### config.mk
export PLATFORM = sky130hd
export DESIGN_NAME = bkm_ctrl_scheduler
export DESIGN_NICKNAME = d
export VERILOG_FILES = /design/src/rtl/bkm_pkg.sv /design/src/rtl/bkm_rr_arbiter.sv /design/src/rtl/bkm_ctrl_scheduler.sv
export SDC_FILE = /design/constraint.sdc
export NUM_CORES = 1
export LEC_CHECK = 0
export CELL_PAD_IN_SITES_DETAIL_PLACEMENT = 1
export CELL_PAD_IN_SITES_GLOBAL_PLACEMENT = 2
export CORE_MARGIN = 10
export CORE_UTILIZATION = 31
export CTS_BUF_LIST = sky130_fd_sc_hd__clkbuf_8
export CTS_CLUSTER_SIZE = 28
export DETAILED_ROUTE_END_ITERATION = 8
export PLACE_DENSITY = 0.78
export SYNTH_ARGS = -nofsm -noshare
export SYNTH_HDL_FRONTEND = slang
export SYNTH_SLANG_ARGS = --single-unit
### constraint.sdc
create_clock -name clk_20mhz -period 2.2 [get_ports clk_20mhz]
set_input_delay 0.33 -clock clk_20mhz [delete_from_list [all_inputs] [get_ports clk_20mhz]]
set_output_delay 0.33 -clock clk_20mhz [all_outputs]
set_load 0.05 [all_outputs]
### src/rtl/bkm_pkg.sv
// bkm_pkg: shared constants for the BKM card control plane.
//   Register addresses, CTRL bit positions, IRQ FSM state codes and bus widths.
package bkm_pkg;

  localparam int unsigned REG_W = 8;
  localparam int unsigned PTR_W = 3;

  localparam logic [PTR_W-1:0] REG_ID   = 3'd0;
  localparam logic [PTR_W-1:0] REG_CTRL = 3'd1;
  localparam logic [PTR_W-1:0] REG_VEC  = 3'd2;
  localparam logic [PTR_W-1:0] REG_MASK = 3'd3;
  localparam logic [PTR_W-1:0] REG_PEND = 3'd4;
  localparam logic [PTR_W-1:0] REG_PCLR = 3'd5;

  localparam int unsigned CTRL_HD_SD    = 0;
  localparam int unsigned CTRL_RGB_COMP = 1;
  localparam int unsigned CTRL_INT_EXT  = 2;
  localparam int unsigned CTRL_VIDEO_OE = 3;

  localparam logic [2:0] ST_IDLE     = 3'd0;
  localparam logic [2:0] ST_ARB      = 3'd1;
  localparam logic [2:0] ST_ASSERT   = 3'd2;
  localparam logic [2:0] ST_WAIT_ACK = 3'd3;
  localparam logic [2:0] ST_HOLDOFF  = 3'd4;

endpackage

### src/rtl/bkm_rr_arbiter.sv
// bkm_rr_arbiter: combinational round-robin pick over NUM_EVT requesters.
//   req      in   NUM_EVT  request vector
//   last_idx in   3        index granted last time; search starts one above it
//   grant    out  NUM_EVT  one-hot grant (all zero when valid=0)
//   idx      out  3        granted index
//   valid    out  1        some request was granted
module bkm_rr_arbiter
  import bkm_pkg::*;
#(
  parameter int unsigned NUM_EVT = 4
) (
  input  logic [NUM_EVT-1:0] req,
  input  logic [PTR_W-1:0]   last_idx,
  output logic [NUM_EVT-1:0] grant,
  output logic [PTR_W-1:0]   idx,
  output logic               valid
);

  logic [7:0]       req_ext;
  logic [PTR_W-1:0] cand;

  // Walk last_idx+1, last_idx+2, ... (mod NUM_EVT); first requester wins.
  always_comb begin
    req_ext = 8'(req);
    idx     = '0;
    valid   = 1'b0;
    cand    = '0;
    for (int unsigned k = 1; k <= NUM_EVT; k++) begin
      cand = PTR_W'((32'(last_idx) + k) % NUM_EVT);
      if (!valid && req_ext[cand]) begin
        valid = 1'b1;
        idx   = cand;
      end
    end
    grant = valid ? (NUM_EVT'(1) << idx) : '0;
  end

endmodule

### src/rtl/bkm_ctrl_scheduler.sv
// bkm_ctrl_scheduler: register bank, video-path selects and IRQ scheduler
// behind monitor_interface.
//   clk_20mhz  in   1        clock
//   reset      in   1        synchronous, active-high
//   bus_stb    in   1        completed monitor bus cycle
//   bus_ax_d   in   1        1 = address cycle, 0 = data cycle
//   bus_wr     in   1        1 = write, 0 = read
//   bus_wdata  in   8        write data / address byte
//   bus_rdata  out  8        read data at current pointer (combinational)
//   evt_pulse  in   NUM_EVT  event request pulses
//   irq_req    out  1        interrupt request
//   hd_sd_x, rgb_comp_x, int_ext_x, video_oe_x  out  CTRL[3:0]
module bkm_ctrl_scheduler
  import bkm_pkg::*;
#(
  parameter int unsigned NUM_EVT     = 4,
  parameter logic [7:0]  CARD_ID     = 8'h68,
  parameter int unsigned HOLDOFF_CYC = 16
) (
  input  logic               clk_20mhz,
  input  logic               reset,
  input  logic               bus_stb,
  input  logic               bus_ax_d,
  input  logic               bus_wr,
  input  logic [REG_W-1:0]   bus_wdata,
  output logic [REG_W-1:0]   bus_rdata,
  input  logic [NUM_EVT-1:0] evt_pulse,
  output logic               irq_req,
  output logic               hd_sd_x,
  output logic               rgb_comp_x,
  output logic               int_ext_x,
  output logic               video_oe_x
);

  localparam int unsigned CNT_W = $clog2(HOLDOFF_CYC + 1);
  localparam logic [REG_W-1:0] MASK_VALID = 8'((9'd1 << NUM_EVT) - 9'd1);

  logic [PTR_W-1:0]   ptr;
  logic [3:0]         ctrl;
  logic [REG_W-1:0]   mask;
  logic [NUM_EVT-1:0] pend;
  logic [PTR_W-1:0]   vec_idx, vec_nxt;
  logic [PTR_W-1:0]   last_idx, last_nxt;
  logic [2:0]         state, state_nxt;
  logic [CNT_W-1:0]   cnt, cnt_nxt;
  logic               irq_nxt;

  logic               data_cyc, vec_rd;
  logic [NUM_EVT-1:0] arb_req, arb_grant, grant_clr, pclr_bits;
  logic [PTR_W-1:0]   arb_idx;
  logic               arb_valid;

  assign data_cyc  = bus_stb & ~bus_ax_d;
  assign vec_rd    = data_cyc & ~bus_wr & (ptr == REG_VEC);
  assign pclr_bits = (data_cyc & bus_wr & (ptr == REG_PCLR)) ? bus_wdata[NUM_EVT-1:0] : '0;
  assign arb_req   = pend & mask[NUM_EVT-1:0];

  bkm_rr_arbiter #(.NUM_EVT(NUM_EVT)) u_arb (
    .req      (arb_req),
    .last_idx (last_idx),
    .grant    (arb_grant),
    .idx      (arb_idx),
    .valid    (arb_valid)
  );

  // Read mux: side-effect free; the ack is detected separately via vec_rd.
  always_comb begin
    bus_rdata = '0;
    case (ptr)
      REG_ID:   bus_rdata = CARD_ID;
      REG_CTRL: bus_rdata = {4'b0, ctrl};
      REG_VEC:  bus_rdata = {irq_req, 4'b0, vec_idx};
      REG_MASK: bus_rdata = mask;
      REG_PEND: bus_rdata = 8'(pend);
      default:  bus_rdata = '0;
    endcase
  end

  // IRQ scheduler next-state logic.
  always_comb begin
    state_nxt = state;
    irq_nxt   = irq_req;
    cnt_nxt   = cnt;
    vec_nxt   = vec_idx;
    last_nxt  = last_idx;
    grant_clr = '0;
    case (state)
      ST_IDLE: begin
        if (|arb_req) state_nxt = ST_ARB;
      end
      ST_ARB: begin
        // Requests may vanish between IDLE and ARB (PCLR / MASK write).
        if (arb_valid) begin
          vec_nxt   = arb_idx;
          last_nxt  = arb_idx;
          grant_clr = arb_grant;
          irq_nxt   = 1'b1;
          state_nxt = ST_ASSERT;
        end else begin
          state_nxt = ST_IDLE;
        end
      end
      ST_ASSERT: state_nxt = ST_WAIT_ACK;
      ST_WAIT_ACK: begin
        if (vec_rd) begin
          irq_nxt   = 1'b0;
          cnt_nxt   = CNT_W'(HOLDOFF_CYC);
          state_nxt = ST_HOLDOFF;
        end
      end
      ST_HOLDOFF: begin
        if (cnt <= CNT_W'(1)) begin
          cnt_nxt   = '0;
          state_nxt = ST_IDLE;
        end else begin
          cnt_nxt = cnt - CNT_W'(1);
        end
      end
      default: state_nxt = ST_IDLE;
    endcase
  end

  // All state; new events win over same-cycle clears.
  always_ff @(posedge clk_20mhz) begin
    if (reset) begin
      ptr      <= '0;
      ctrl     <= 4'hF;
      mask     <= '0;
      pend     <= '0;
      vec_idx  <= '0;
      last_idx <= PTR_W'(NUM_EVT - 1);
      state    <= ST_IDLE;
      cnt      <= '0;
      irq_req  <= 1'b0;
    end else begin
      if (bus_stb && bus_ax_d) begin
        ptr <= bus_wdata[PTR_W-1:0];
      end else if (data_cyc) begin
        ptr <= ptr + PTR_W'(1);
        if (bus_wr && ptr == REG_CTRL) ctrl <= bus_wdata[3:0];
        if (bus_wr && ptr == REG_MASK) mask <= bus_wdata & MASK_VALID;
      end
      pend     <= (pend & ~pclr_bits & ~grant_clr) | evt_pulse;
      vec_idx  <= vec_nxt;
      last_idx <= last_nxt;
      state    <= state_nxt;
      cnt      <= cnt_nxt;
      irq_req  <= irq_nxt;
    end
  end

  assign hd_sd_x    = ctrl[CTRL_HD_SD];
  assign rgb_comp_x = ctrl[CTRL_RGB_COMP];
  assign int_ext_x  = ctrl[CTRL_INT_EXT];
  assign video_oe_x = ctrl[CTRL_VIDEO_OE];

endmodule

* Yosys cells after proc, flatten, opt, wreduce, memory -nomap -nowiden
Cells that the tools add are included.
** Word-level totals
- Output and inout bits :: 13
- Input port bits :: 17
- Logic and storage cells :: 102
- Flip-flop bits (word level) :: 29
** Operators by class
- Muxes and demuxes :: 33
- Bitwise operators :: 14
- Shift-type cells :: 1
- Reduce and logical (&&, ||, !) cells :: 21
- Order comparisons :: 5
- Equality and inequality tests :: 13
- Add/sub/neg operators :: 6
** Operators by type and width (count)
- $pmux W8 S5 :: 1
- $mux W3 :: 8
- $lt A2 B4 Y1 const B :: 4
- $pmux W3 S5 :: 1
- $and A4 B4 Y4 :: 3
- $eq A3 B2 Y1 const B :: 4
- $mux W4 :: 3
- $reduce_and A3 Y1 :: 4
- $mux W1 :: 10
- $mux W5 :: 2
- $pmux W5 S2 :: 1
- $eq A3 B3 Y1 const B :: 3
- $bmux W1 S2 :: 4
- $ne A2 B2 Y1 const B :: 4
- $not A4 Y4 :: 2
- $eq A3 B1 Y1 const B :: 2
- $logic_and A1 B1 Y1 :: 6
- $logic_not A3 Y1 :: 2
- $reduce_bool A2 Y1 :: 3
- $and A1 B1 Y1 :: 5
- $le A5 B1 Y1 const B :: 1
- $sub A5 B1 Y5 const B :: 1
- $add A2 B1 Y2 const B :: 2
- $add A2 B2 Y2 const B :: 2
- 9 further kinds :: 15

* Logic depth before layout (Yosys ltp)
Gate-level depths: netlist of run 1.
- Depth in word-level cells :: 19
- Mapped depth :: 7

* By module
A second synthesis of run 1 with hierarchy kept.
** Second synthesis, totals
- Cells, all modules :: 206
- Area, all modules :: 1696.6 sq um
** By module, submodules not included
- bkm_ctrl_scheduler :: instances 1, area an instance 1462.7 sq um, cells an instance 170
- bkm_rr_arbiter :: instances 1, area an instance 234.0 sq um, cells an instance 36

* Least setup slack after synthesis of run 1
Ideal clock, no wire load.
- Kind :: register to output
- Start :: register ptr[2]
- End :: output port bus_rdata[2]
- Arrival :: 1902 ps
- Cell stages (with the launch flop) :: 7
- Setup slack :: -32 ps
- Path through :: dfxtp_1 clkbuf_1 inv_1 ha_1 clkbuf_1 a22oi_1 a21oi_1
** Between the ends
- Longest elaborated chain between the ends :: 2
** Ends and longest elaborated chain
- from (decl) :: RTL line bkm_ctrl_scheduler.sv:38 : logic [PTR_W-1:0] ptr;
- from (signal assigned) :: RTL line bkm_ctrl_scheduler.sv:137 : ptr <= bus_wdata[PTR_W-1:0];
- from (signal assigned) :: RTL line bkm_ctrl_scheduler.sv:139 : ptr <= ptr + PTR_W'(1);
- $eq A3 B3 Y1, or another cell as far along :: RTL line bkm_ctrl_scheduler.sv:69 : case (ptr)
- $pmux W8 S5 (*) :: RTL line bkm_ctrl_scheduler.sv:69
- to (decl) :: RTL line bkm_ctrl_scheduler.sv:26 : output logic [REG_W-1:0] bus_rdata,
Mark *: on every way between the ends. The rest lies on a longest branch, timed or not.

* Final worst setup path of run 1
- Start :: register ptr[1]
- End :: output port bus_rdata[1]
Same word-level chain as after synthesis.

==> summary.md, run 1 <==
| Metric | Value |
|---|---|
| Status | `complete, no violations` |
| Largest stage delay on the critical path | `0.38 ns` |
| Worst skew pair latency | `0.28 ns` |
| Grt ovf | `0` |
| FP Rows | `26` |
| Syn Inst Count | `195` |
| Synth Net Count | `219` |
| Top cells by count, synth | `dfxtp_1, a21oi_1, nand2_1, inv_1, nor2_1` |
| Final critical-path required period | `2.14 ns` |
| CORE AREA | `5070 µm²` |
| WS Path Type | `reg -> out` |
| Placed wire-length estimate | `3700 µm` |
| Leak Pwr | `0.771 nW` |
| Final setup viols | `0` |
| Reg2reg setup slack | `0.67 ns` |
| CTS tree | `yes` |
| Critical Path RT | `1.87 ns` |
| Achievable frequency | `467 MHz` |
| Top layer used by detailed routing | `met4` |
| Final Hold Vio Count | `0` |
| CP Capture Type | `output port` |
| CP delay by family, top | `buffers and inverters` |
| Flops & latches, synth | `28` |
| Via Count | `1506` |
| Htree depth | `1` |
| M1 WL | `2370 µm` |
| Root buf cell | `clkbuf_8` |
| Power density cells | `516 nW/µm²` |
| Nets | `249` |
| Cell count after placement | `287` |
| Hold_sp | `vec_idx[1]$_SDFFE_PP0P_` |
| Placer Congestion | `0.811` |
| Reg area | `566 µm²` |
| Ys async rst share | `0%` |
| Count leader, synth | `dfxtp_1` |
| Share of post-route cells with drive strength above 1 | `16.6%` |
| Total Wirelength | `4860 µm` |
| WP buf/inv | `3` |
| Total power | `1.07 mW` |
| Tcrit/Tclk final | `97.2%` |
| Num CTS Buffers | `3` |
| Slew Limit Headroom | `63.6%` |
| CTS Hold Buffers Added | `0` |
| Worst EP arrival | `1.81 ns` |
| WL per Instance | `16.6 µm` |
| Slew at the pin closest to its max-slew limit | `0.543 ns` |
| Top cell type's share of synthesized area | `34.8%` |
| Post-synth cell types | `50` |
| Clock transition at path regs | `0.09 ns` |
| Post-route DRC | `0` |
| Max Slew Vio Count | `0` |
| Final std cells w/o fill | `293` |
| Final Skew | `0.00440 ns` |
| Max VDD drop | `0.222 mV` |
| Drt first-iter violations | `43` |
| Sequential cell area fraction in the yosys report | `34.8%` |
| Clock Sinks | `28` |
| WL met3 | `167 µm` |
| Mapped cell area | `1610 µm²` |
| Metal2 WL | `2270 µm` |
| Die boundary width | `92.1 µm` |
| RR Startpoint | `cnt[1]$_SDFFE_PP0P_` |
| Starting Density | `31.8%` |
| Vias in the first global route | `1576` |
| Synth Flop Type | `dfxtp_1` |
| First-pass GRT wire length | `8010 µm` |
| Crit-path most repeated cell | `buf_4` |
| Startpoint Class | `register` |
| Die height | `92.1 µm` |
| Largest net degree at the start of global routing | `16` |
| Worst Setup SP | `ptr[1]$_SDFFE_PP0P_` |
| Largest area contributor in the netlist | `dfxtp_1` |
| Avg Inst Size Synth | `8.26 µm²` |
| IO Pins | `30` |
| Port buffer count | `24` |
| Area of the multi-input gates | `1020 µm²` |
| Antenna violations before repair | `0` |
| CP max-delay cell | `or3_4` |
| Drt first pass iters | `4` |
| Die area | `8480 µm²` |
| Synth warn | `0` |
| HP Class | `reg -> reg` |
| Antenna-violating nets left | `0` |
| Inserted Diodes | `0` |
| Main area contributors after synthesis | `dfxtp_1, a21oi_1, ha_1, nand2_1, mux2i_1` |
| Vias per inst | `5.14` |
| Maxcap violations | `0` |
| Largest fanout on the critical path | `4` |
| Area Overhead vs Synth | `28.7%` |
| Clock buffer depth | `2` |
| EDFF count, synth | `0` |
| Fillers | `633` |
| Cells along the critical path | `buf_4 -> ha_4 -> or3_4 -> a21oi_2 -> buf_4 -> nor2_1 -> buf_6` |
| GR Util All Layers | `11.4%` |
## what timing repair did
action | in CTS | in global routing
setup endpoints to repair | 4 | 4
pin swaps | 0 | 4
resized for setup | 2 | 16
endpoints found under the hold margin | 0 | 0
buffers inserted | 1 | 2
## cell families after synthesis
family                   Yosys count  share of synthesized area, %
flip-flops                        28                          34.8
AND/OR/NAND/NOR                   73                          24.1
adder cells (fa/ha/maj)            7                          5.43
other                              1                         0.233
AO/OA/AOI/OAI                     61                          25.9
multiplexers                       7                          4.35
buffers and inverters             18                          5.20
## area by class of cell
class	count	share of cell area [%]
Clock buffer	3	1.99
Inverter	10	1.81
Multi-Input combinational cell	149	49.4
Sequential cell	28	27.3
Tap cell	70	4.22
Timing Repair Buffer	33	15.3
## tightest hold or removal path, cell delays in order (launching register included)
cell and delay, ns:
dfxtp_1 0.35, nand2_1 0.06, a21oi_1 0.05
## layer usage
layer	global-route usage (%)	vias up
li1	-	770
met2	18.9	26
met1	14.6	706
met5	0	-
met4	3.86	0
met3	1.96	4
## metrics by stage
stage | hold slack [ns] | util (%) | setup slack, ns | setup TNS (ns) | area (µm²)
final | 0.502 | 40.9 | 0.0608 | 0 | 2070
after global routing | 0.521 | 40.9 | -0.0161 | -0.0441 | 2070
after CTS | 0.499 | 39.2 | 0.00941 | 0 | 1990
after detailed placement | 0.485 | 38.2 | 0.244 | 0 | 1940
after global placement | 0.482 | 38.2 | 0.264 | 0 | 1940
after floorplan | 0.426 | - | 0.0639 | 0 | 1620
## state kept, by name, indices dropped and copies added (netlist names)
name and flops:
ctrl 4, mask 4, pend 4, last_idx 2
cnt 5, ptr 3, state 3, irq_req 1
vec_idx 2
## final timing paths
| kind | end | cells past startpoint |
|---|---|---|
| worst min-delay path | vec_idx[1]$_SDFFE_PP0P_ | 2 |
| worst max register to register | cnt[2]$_SDFFE_PP0P_ | 6 |
| worst max-delay path | bus_rdata[1] | 7 |
| worst min register to register | vec_idx[1]$_SDFFE_PP0P_ | 2 |
## cells in the final DEF (no fill, tap or decap), types with 2 or more instances in the layout
| cell type | n |
|---|---|
| a211oi_1 | 5 |
| a21oi_1 | 25 |
| a21oi_2 | 3 |
| a221oi_1 | 2 |
| a22o_1 | 2 |
| a22oi_1 | 2 |
| a311oi_1 | 3 |
| and2_1 | 4 |
| buf_4 | 11 |
| buf_6 | 4 |
| clkbuf_8 | 3 |
| clkdlybuf4s50_1 | 17 |
| dfxtp_1 | 26 |
| ha_1 | 4 |
| ha_4 | 3 |
| inv_1 | 9 |
| mux2i_1 | 7 |
| nand2_1 | 22 |
| nand2b_1 | 3 |
| nand3_1 | 8 |
| nand4_1 | 3 |
| nor2_1 | 9 |
| nor2b_1 | 5 |
| nor3_1 | 6 |
| nor3b_1 | 2 |
| o21ai_0 | 3 |
| o21ai_1 | 2 |
| o21bai_1 | 2 |
## where the power goes
group | switching, mW | internal, mW
registers | 0.0117 | 0.518
logic | 0.152 | 0.103
clock network | 0.164 | 0.123
total | 0.328 | 0.743
(Power assumes the default switching activity.)
==> run 2: changes to the inputs <==
Settings changed: CELL_PAD_IN_SITES_DETAIL_PLACEMENT 1 to 0, CELL_PAD_IN_SITES_GLOBAL_PLACEMENT 2 to 1, CORE_UTILIZATION 31 to 40, PLACE_DENSITY 0.78 to 0.8.
==> summary.md, run 2 (synthesis gave the netlist of run 1 again) <==
| Metric | Value |
|---|---|
| Max VDD drop | `0.238 mV (+7.2%)` |
| Most common cell after layout, fill and taps aside | `dfxtp_1` |
| Reg2reg setup slack | `0.57 ns (-0.10 ns)` |
| Post-place instance area | `1900 µm² (-2.1%)` |
| Final Skew | `0.00323 ns (-0.00118 ns)` |
| Die height | `83.5 µm (-9.4%)` |
| Slew at the pin closest to its max-slew limit | `0.563 ns (+0.0202 ns)` |
| Hold_sp | `ptr[0]$_SDFFE_PP0P_` |
| Antenna violations before repair | `0 (unchanged)` |
| Share of post-route cells with drive strength above 1 | `13.8% (-2.8 points)` |
| Final critical-path required period | `2.12 ns (-0.0198 ns)` |
| Startpoint Class | `register` |
| WL per Instance | `16.5 µm (-0.90%)` |
| Clock Sinks | `28 (unchanged)` |
| GR Util All Layers | `12.2% (+0.80 points)` |
| RR Startpoint | `ptr[1]$_SDFFE_PP0P_` |
| R2R Path End | `ctrl[0]$_SDFFE_PP1P_` |
| Most frequent cells in the layout | `dfxtp_1, a21oi_1, nand2_1` |
| FP Rows | `23 (-12%)` |
| Drt first pass iters | `5 (+1)` |
| Final Hold Vio Count | `0 (unchanged)` |
| Design Area, Final | `1980 µm² (-4.4%)` |
| Die boundary width | `83.5 µm (-9.4%)` |
| Port buffer count | `24 (unchanged)` |
| HP Class | `reg -> reg` |
| Max Slew Vio Count | `0 (unchanged)` |
| Largest fanout on the critical path | `5 (+1)` |
| Top layer used by detailed routing | `met4` |
| Area Overhead vs Synth | `23.1%` |
| Setup Buffers After CTS | `0 (-1)` |
| Final std cells w/o fill | `268 (-8.5%)` |
| Biggest register | `cnt` |
| Fillers | `386 (-39%)` |
| WL met3 | `271 µm (+62%)` |
| Achievable frequency | `472 MHz (+0.93%)` |
| Status | `complete, no violations` |
| Cell count after placement | `265 (-7.7%)` |
| Placed wire-length estimate | `3360 µm (-9.4%)` |
| Maxcap violations | `0 (unchanged)` |
| Grt ovf | `0 (unchanged)` |
| Sw Pwr | `0.319 mW (-2.7%)` |
| CP Capture Type | `output port` |
| Vias per inst | `5.84 (+14%)` |
| Critical Path RT | `1.87 ns (about the same)` |
| Sequential share of power | `50.4% (+1.0 points)` |
| IO Pins | `30 (unchanged)` |
| WS Path Type | `reg -> out` |
| Drt first-iter violations | `149 (+250%)` |
| First-pass GRT wire length | `7180 µm (-10%)` |
| Max FFs per register | `5 (unchanged)` |
| Worst EP arrival | `1.79 ns (-0.02 ns)` |
| CTS tree | `yes` |
| Vias in the first global route | `1516 (-3.8%)` |
| Comb pwr share | `22.6% (-1.2 points)` |
| Clock network fraction of total power | `27.0% (+0.2 points)` |
| Starting Density | `40.9% (+9.1 points)` |
| Reg area | `566 µm² (unchanged)` |
| Power density cells | `529 nW/µm² (+2.5%)` |
| Area of the multi-input gates | `1000 µm² (-2.4%)` |
| Tcrit/Tclk final | `96.3% (-0.90 points)` |
| Worst skew pair latency | `0.27 ns (about the same)` |
| Nets | `244 (-2.0%)` |
| Die area | `6970 µm² (-18%)` |
| Post-route DRC | `0 (unchanged)` |
| Leak Pwr | `0.746 nW (-3.2%)` |
| Placer Congestion | `0.885 (+9.0%)` |
| CTS Hold Buffers Added | `0 (unchanged)` |
| Htree depth | `1 (unchanged)` |
| Clock buffer depth | `2 (unchanged)` |
| Power Internal | `0.730 mW (-1.8%)` |
| Clock transition at path regs | `0.09 ns (about the same)` |
| Antenna-violating nets left | `0 (unchanged)` |
| Slew Limit Headroom | `62.2% (-1.4 points)` |
| M1 WL | `1930 µm (-19%)` |
| Metal2 WL | `2090 µm (-7.9%)` |
| Root buf cell | `clkbuf_8` |
| Switching Share | `30.4% (-0.20 points)` |
| Via Count | `1566 (+4.0%)` |
| Total power | `1.05 mW (-2.0%)` |
| CORE AREA | `3940 µm² (-22%)` |
| Num CTS Buffers | `3 (unchanged)` |
| Inserted Diodes | `0 (unchanged)` |
| Hold Path End | `ptr[0]$_SDFFE_PP0P_` |
| Final setup viols | `0 (unchanged)` |
| Hold path depth | `1 (-1)` |
| Worst R2R Path Depth | `7 (+1)` |
| Largest net degree at the start of global routing | `16 (unchanged)` |
| Total Wirelength | `4410 µm (-9.4%)` |
run 2: routing by layer:
layer / global-route usage [%] / vias up
met5: 0 / -
met4: 6.24 / 0
met3: 2.83 / 10
met2: 19.5 / 51
met1: 14.9 / 750
li1: - / 755
run 2: layout make-up:
type,count,area share (%)
Inverter,10,1.89
Sequential cell,28,28.5
Tap cell,50,3.15
Clock buffer,3,2.08
Timing Repair Buffer,28,13.9
Multi-Input combinational cell,149,50.4
run 2: power groups by stage:
stage               logic [mW]  clock network [mW]  registers, mW
finish                   0.237               0.283          0.529
global route             0.254               0.314          0.531
CTS                      0.225               0.294          0.528
detailed placement       0.219                   0          0.540
global placement         0.216                   0          0.539
floorplan                0.140                   0          0.541
run 2: how the worst max path moves through the flow:
| stage | startpoint | end | slack, ns | depth (start not counted) |
|---|---|---|---|---|
| 2_1_floorplan | ptr[2]$_SDFFE_PP0P_ | bus_rdata[3] | 0.06 | 6 |
| 3_3_place_gp | ptr[0]$_SDFFE_PP0P_ | bus_rdata[3] | 0.19 | 6 |
| 3_5_place_dp | ptr[0]$_SDFFE_PP0P_ | bus_rdata[1] | 0.14 | 6 |
| 4_1_cts | ptr[0]$_SDFFE_PP0P_ | bus_rdata[1] | 0.007 | 6 |
| 5_1_grt | ptr[0]$_SDFFE_PP0P_ | bus_rdata[0] | -0.002 | 6 |
| 6_report | ptr[0]$_SDFFE_PP0P_ | bus_rdata[0] | 0.08 | 6 |
run 2: repair_timing:
item / 4_1_cts / 5_1_grt
pin swaps: 0 / 2
gates resized for setup: 3 / 9
setup endpoints to repair: 4 / 4
run 2: worst max-delay path, cell delays in order, from the launching register on:
cell     delay, ns
dfxtp_4       0.38
inv_1         0.06
ha_1          0.23
or3_4         0.41
a21oi_4       0.18
nor2_1        0.07
buf_4         0.19
run 2: stage by stage:
stage / util, % / setup TNS (ns) / hold WS [ns] / setup WS, ns
after floorplan: - / 0 / 0.426 / 0.0639
after global placement: 48.1 / 0 / 0.476 / 0.194
after detailed placement: 48.1 / 0 / 0.480 / 0.136
after CTS: 49.5 / 0 / 0.492 / 0.00684
after global routing: 50.3 / -0.00159 / 0.501 / -0.00159
final: 50.3 / 0 / 0.492 / 0.0806
==> variant 1: new RTL, flow settings as in run 2 <==
`NUM_EVT` is set to 4 in 2 places; all go to 2.
--- a/src/rtl/bkm_rr_arbiter.sv
+++ b/src/rtl/bkm_rr_arbiter.sv
@@ -7,7 +7,7 @@
 module bkm_rr_arbiter
   import bkm_pkg::*;
 #(
-  parameter int unsigned NUM_EVT = 4
+  parameter int unsigned NUM_EVT = 2
 ) (
   input  logic [NUM_EVT-1:0] req,
   input  logic [PTR_W-1:0]   last_idx,
--- a/src/rtl/bkm_ctrl_scheduler.sv
+++ b/src/rtl/bkm_ctrl_scheduler.sv
@@ -13,7 +13,7 @@
 module bkm_ctrl_scheduler
   import bkm_pkg::*;
 #(
-  parameter int unsigned NUM_EVT     = 4,
+  parameter int unsigned NUM_EVT     = 2,
   parameter logic [7:0]  CARD_ID     = 8'h68,
   parameter int unsigned HOLDOFF_CYC = 16
 ) (
Ports: changed (resized evt_pulse); port bits go from 30 to 28. The function was not compared with the original's and may differ.
==> variant 1 against run 2 <==
  * Critical path depth did not move
  * Global-route usage fell by 0.82 points
  * Setup slack improved by 0.088 ns
  * Design area fell by 23%
  * Die area fell by 19%
  * Synthesized area fell by 24%
  * Combinational power fell by 27%
  * Sequential cell count fell by 6
  * Sequential share of layout area rose by 0.55 points
  * Sequential power fell by 22%
  * Register-to-register slack got worse by 0.34 ns
  * Clock power rose by 3%
  * Wire length fell by 35%
  * Total power fell by 16%
  * Critical endpoint unchanged
  * Largest cell class unchanged
==> variant 1: results (changes against run 2) <==
drt first-iter violations=82 (was 149); dpl cell area=1460 µm² (was 1900 µm²); worst slew pin tran=0.509 ns (was 0.563 ns); reg-to-reg slack, setup=0.23 ns (was 0.57 ns); sequential area share after synthesis=0.360 (was 0.348); routed via count=1114 (was 1566); Tmin final=2.03 ns (was 2.12 ns); Port-buffer cells=22 (was 24); skew final=0.00162 ns (was 0.00323 ns); Reg2Reg Depth=6 (was 7); status=completed (unchanged); Synth area leaders=dfxtp_1 36%, ha_1 7.2%, nor2_1 3.7%, a211o_1 3.6%, a21oi_1 3.3% (was dfxtp_1 35%, a21oi_1 8.4%, ha_1 5.4%, nand2_1 5.1%, mux2i_1 4.3%); Synth top cells by count=22 x dfxtp_1, 12 x nor2_1, 10 x nand2_1 (was 28 x dfxtp_1, 27 x a21oi_1, 22 x nand2_1); Post-layout nets=190 (was 244); DP Worst Slack=0.0864 ns (was 0.136 ns); routed wire length=2880 µm (was 4410 µm); RD Place Congestion=0.826 (was 0.885); First-pass DRT Iterations=4 (was 5); share of cells above drive strength 1=0.150 (was 0.138); met3 Track Usage GR=0.0404 (was 0.0283); Cell variety after synth=41 (was 50); largest net degree at the start of global routing=15 (was 16); Fillers=313 (was 386); Reg-to-Reg Start=ptr[0] (was ptr[1]); met2 Use GR=0.184 (was 0.195)
==> variant 1: metal layers <==
layer | wire length (µm) | share of wire
met4 | 39 | 0.014
met2 | 1320 | 0.46
met3 | 236 | 0.082
met5 | 0 | 0
met1 | 1280 | 0.45
==> variant 1: cell families after synthesis <==
family	count (synthesis)	share of synthesized area
AND/OR/NAND/NOR	60	0.276
AO/OA/AOI/OAI	36	0.205
flip-flops	22	0.360
buffers and inverters	15	0.0613
adder cells (fa/ha/maj)	7	0.0715
multiplexers	2	0.0163
other	1	0.00306
XOR/XNOR	1	0.00715
==> variant 1: worst min-delay path by stage <==
stage	from	end	slack [ns]	depth (start not counted)
6_report	irq_req	irq_req	0.49	2
2_1_floorplan	bus_stb	ptr[1]	0.43	1
4_1_cts	irq_req	irq_req	0.49	2
3_3_place_gp	irq_req	irq_req	0.48	2
3_5_place_dp	last_idx[0]	last_idx[0]	0.48	2
5_1_grt	cnt[4]	cnt[4]	0.52	2
==> variant 1: what timing repair did <==
item,CTS,global route
resized for setup,0,4
hold buffers,0,0
hold endpoints to repair,0,0
endpoints found under the setup margin,0,2
==> variant 1: layout make-up <==
| cell class | count | area share |
|---|---|---|
| well taps | 33 | 0.0271 |
| clock buffers | 4 | 0.0361 |
| repair buffers | 28 | 0.163 |
| flip-flops and latches | 22 | 0.291 |
| multi-input cells | 107 | 0.469 |
| inverters | 6 | 0.0148 |
==> variant 1: worst max-delay path, stage by stage (launching register included) <==
cell	delay, ns
dfxtp_2	0.38
inv_1	0.08
ha_1	0.26
or3_1	0.32
a21oi_1	0.15
a31oi_1	0.06
buf_4	0.20
==> variant 2: new RTL, flow settings as in run 2 <==
Without the edit above. Put a register stage on the output `hd_sd_x`. The value now appears one clock later. The other outputs are not delayed to match.
--- a/src/rtl/bkm_ctrl_scheduler.sv
+++ b/src/rtl/bkm_ctrl_scheduler.sv
@@ -149,7 +149,9 @@
     end
   end
 
-  assign hd_sd_x    = ctrl[CTRL_HD_SD];
+  always_ff @(posedge clk_20mhz) begin
+    hd_sd_x <= ctrl[CTRL_HD_SD];
+  end
   assign rgb_comp_x = ctrl[CTRL_RGB_COMP];
   assign int_ext_x  = ctrl[CTRL_INT_EXT];
   assign video_oe_x = ctrl[CTRL_VIDEO_OE];
Check against the original RTL: not equivalent (Yosys sat finds a counterexample within 4 cycles, from zero or initial values and one cycle with reset high).
==> variant 2 against run 2 <==
  * Sequential cell count increased by 1
  * Synthesized area increased by 1.2%
  * Setup slack improved by 0.013 ns
  * Worst hold slack got worse by 0.12 ns
  * Total power increased by 16%
  * Register-to-register slack got worse by 0.03 ns
  * Critical path depth unchanged
  * Design area increased by 3.5%
  * Sequential power increased by 3%
  * Wire length decreased by 3.0%
  * Sequential share of layout area about the same
  * Die area increased by 0.94%
  * First-iteration DRC count decreased by 56%
  * Largest power group unchanged
==> variant 2: results (changes against run 2) <==
status=completed (unchanged); Post-layout nets=248 (was 244); HPWL reported at the end of detailed placement=3330 µm (was 3360 µm); drt first-iter violations=65 (was 149); Seq. pwr=547 µW (was 529 µW); vias in the first global route=1498 (was 1516); Num CTS Buffers=5 (was 3); fraction of area in registers=0.285 (about the same); # clk buffers=6 (was 3); multi-input logic area=996 µm² (was 1000 µm²); DP Worst Slack=0.152 ns (was 0.136 ns); worst hold path endpoint=hd_sd_x (was ptr[0]); Sw Ratio=0.285 (was 0.304); dpl cells=267 (was 265); Largest register FFs=5 (unchanged); sequential area share after synthesis=0.356 (was 0.348); H-tree Lvls=2 (was 1); non-filler cells, final=274 (was 268); wire length on met1=1890 µm (was 1930 µm); Clock buf/inv share=0.0421 (was 0.0208); Synth area leaders=dfxtp_1 36%, a21oi_1 8.3%, ha_1 5.4%, nand2_1 5.1%, mux2i_1 4.3% (was dfxtp_1 35%, a21oi_1 8.4%, ha_1 5.4%, nand2_1 5.1%, mux2i_1 4.3%); Clock group=432 µW (was 283 µW); mux cell area share after synthesis=0.0429 (was 0.0435); sequential power share=0.450 (was 0.504); Met3 Wirelength=308 µm (was 271 µm); maximum vdd drop=0.271 mV (was 0.238 mV); RD Place Congestion=0.855 (was 0.885); Mapped Nets=220 (was 219); Seq Cell Count=29 (was 28); family with the most delay on the worst path=simple AND/OR/NAND/NOR gates (unchanged); Reg area=586 µm² (was 566 µm²); Synth top cells by count=29 x dfxtp_1, 27 x a21oi_1, 22 x nand2_1 (was 28 x dfxtp_1, 27 x a21oi_1, 22 x nand2_1); Hold WS=0.374 ns (was 0.492 ns); Synth Area in Compound Gates=0.256 (was 0.259); met2 wire length=2020 µm (was 2090 µm); First-pass DRT Iterations=4 (was 5); Cells after Synth=196 (was 195); reg-to-reg slack, setup=0.54 ns (was 0.57 ns); skew final=0.00497 ns (was 0.00323 ns); Adder-Cell Fraction of Synth Area=0.0537 (was 0.0543); Lkg Pwr=0.000785 µW (was 0.000746 µW); clock-pin slew on the worst setup and hold paths=0.06 ns (was 0.09 ns); routed wire length=4280 µm (was 4410 µm); NonClk Buf Share=0.138 (was 0.139); first-pass GRT wire length=7250 µm (was 7180 µm); Vias/cell=5.64 (was 5.84); CP peak stage delay=0.40 ns; hold-critical path depth=0 (was 1)
==> variant 2: logic make-up after synthesis <==
logic type                 count (synthesis)
and+or+nand+nor                           73
AOI/OAI and AO/OA                         61
DFF                                       29
buffers and inverters                     18
muxes                                      7
adders and majority gates                  7
other                                      1
==> variant 2: metal layers <==
layer | track usage | up-vias
met5 | 0 | -
met4 | 0.0441 | 0
met3 | 0.0479 | 8
met2 | 0.197 | 52
met1 | 0.145 | 713
li1 | - | 771
==> variant 2: how the worst max path moves through the flow <==
stage          slack [ns]            to  depth (start not counted)
2_1_floorplan        0.06  bus_rdata[3]                          6
3_3_place_gp         0.19  bus_rdata[1]                          6
3_5_place_dp         0.15  bus_rdata[0]                          6
4_1_cts              0.01  bus_rdata[0]                          6
5_1_grt             0.006  bus_rdata[0]                          6
6_report             0.09  bus_rdata[0]                          6
==> variant 2: repair_timing <==
item	in CTS	in global routing
cloned	0	0
setup endpoints to repair	4	4
gates resized for setup	3	8
pin swaps	0	1
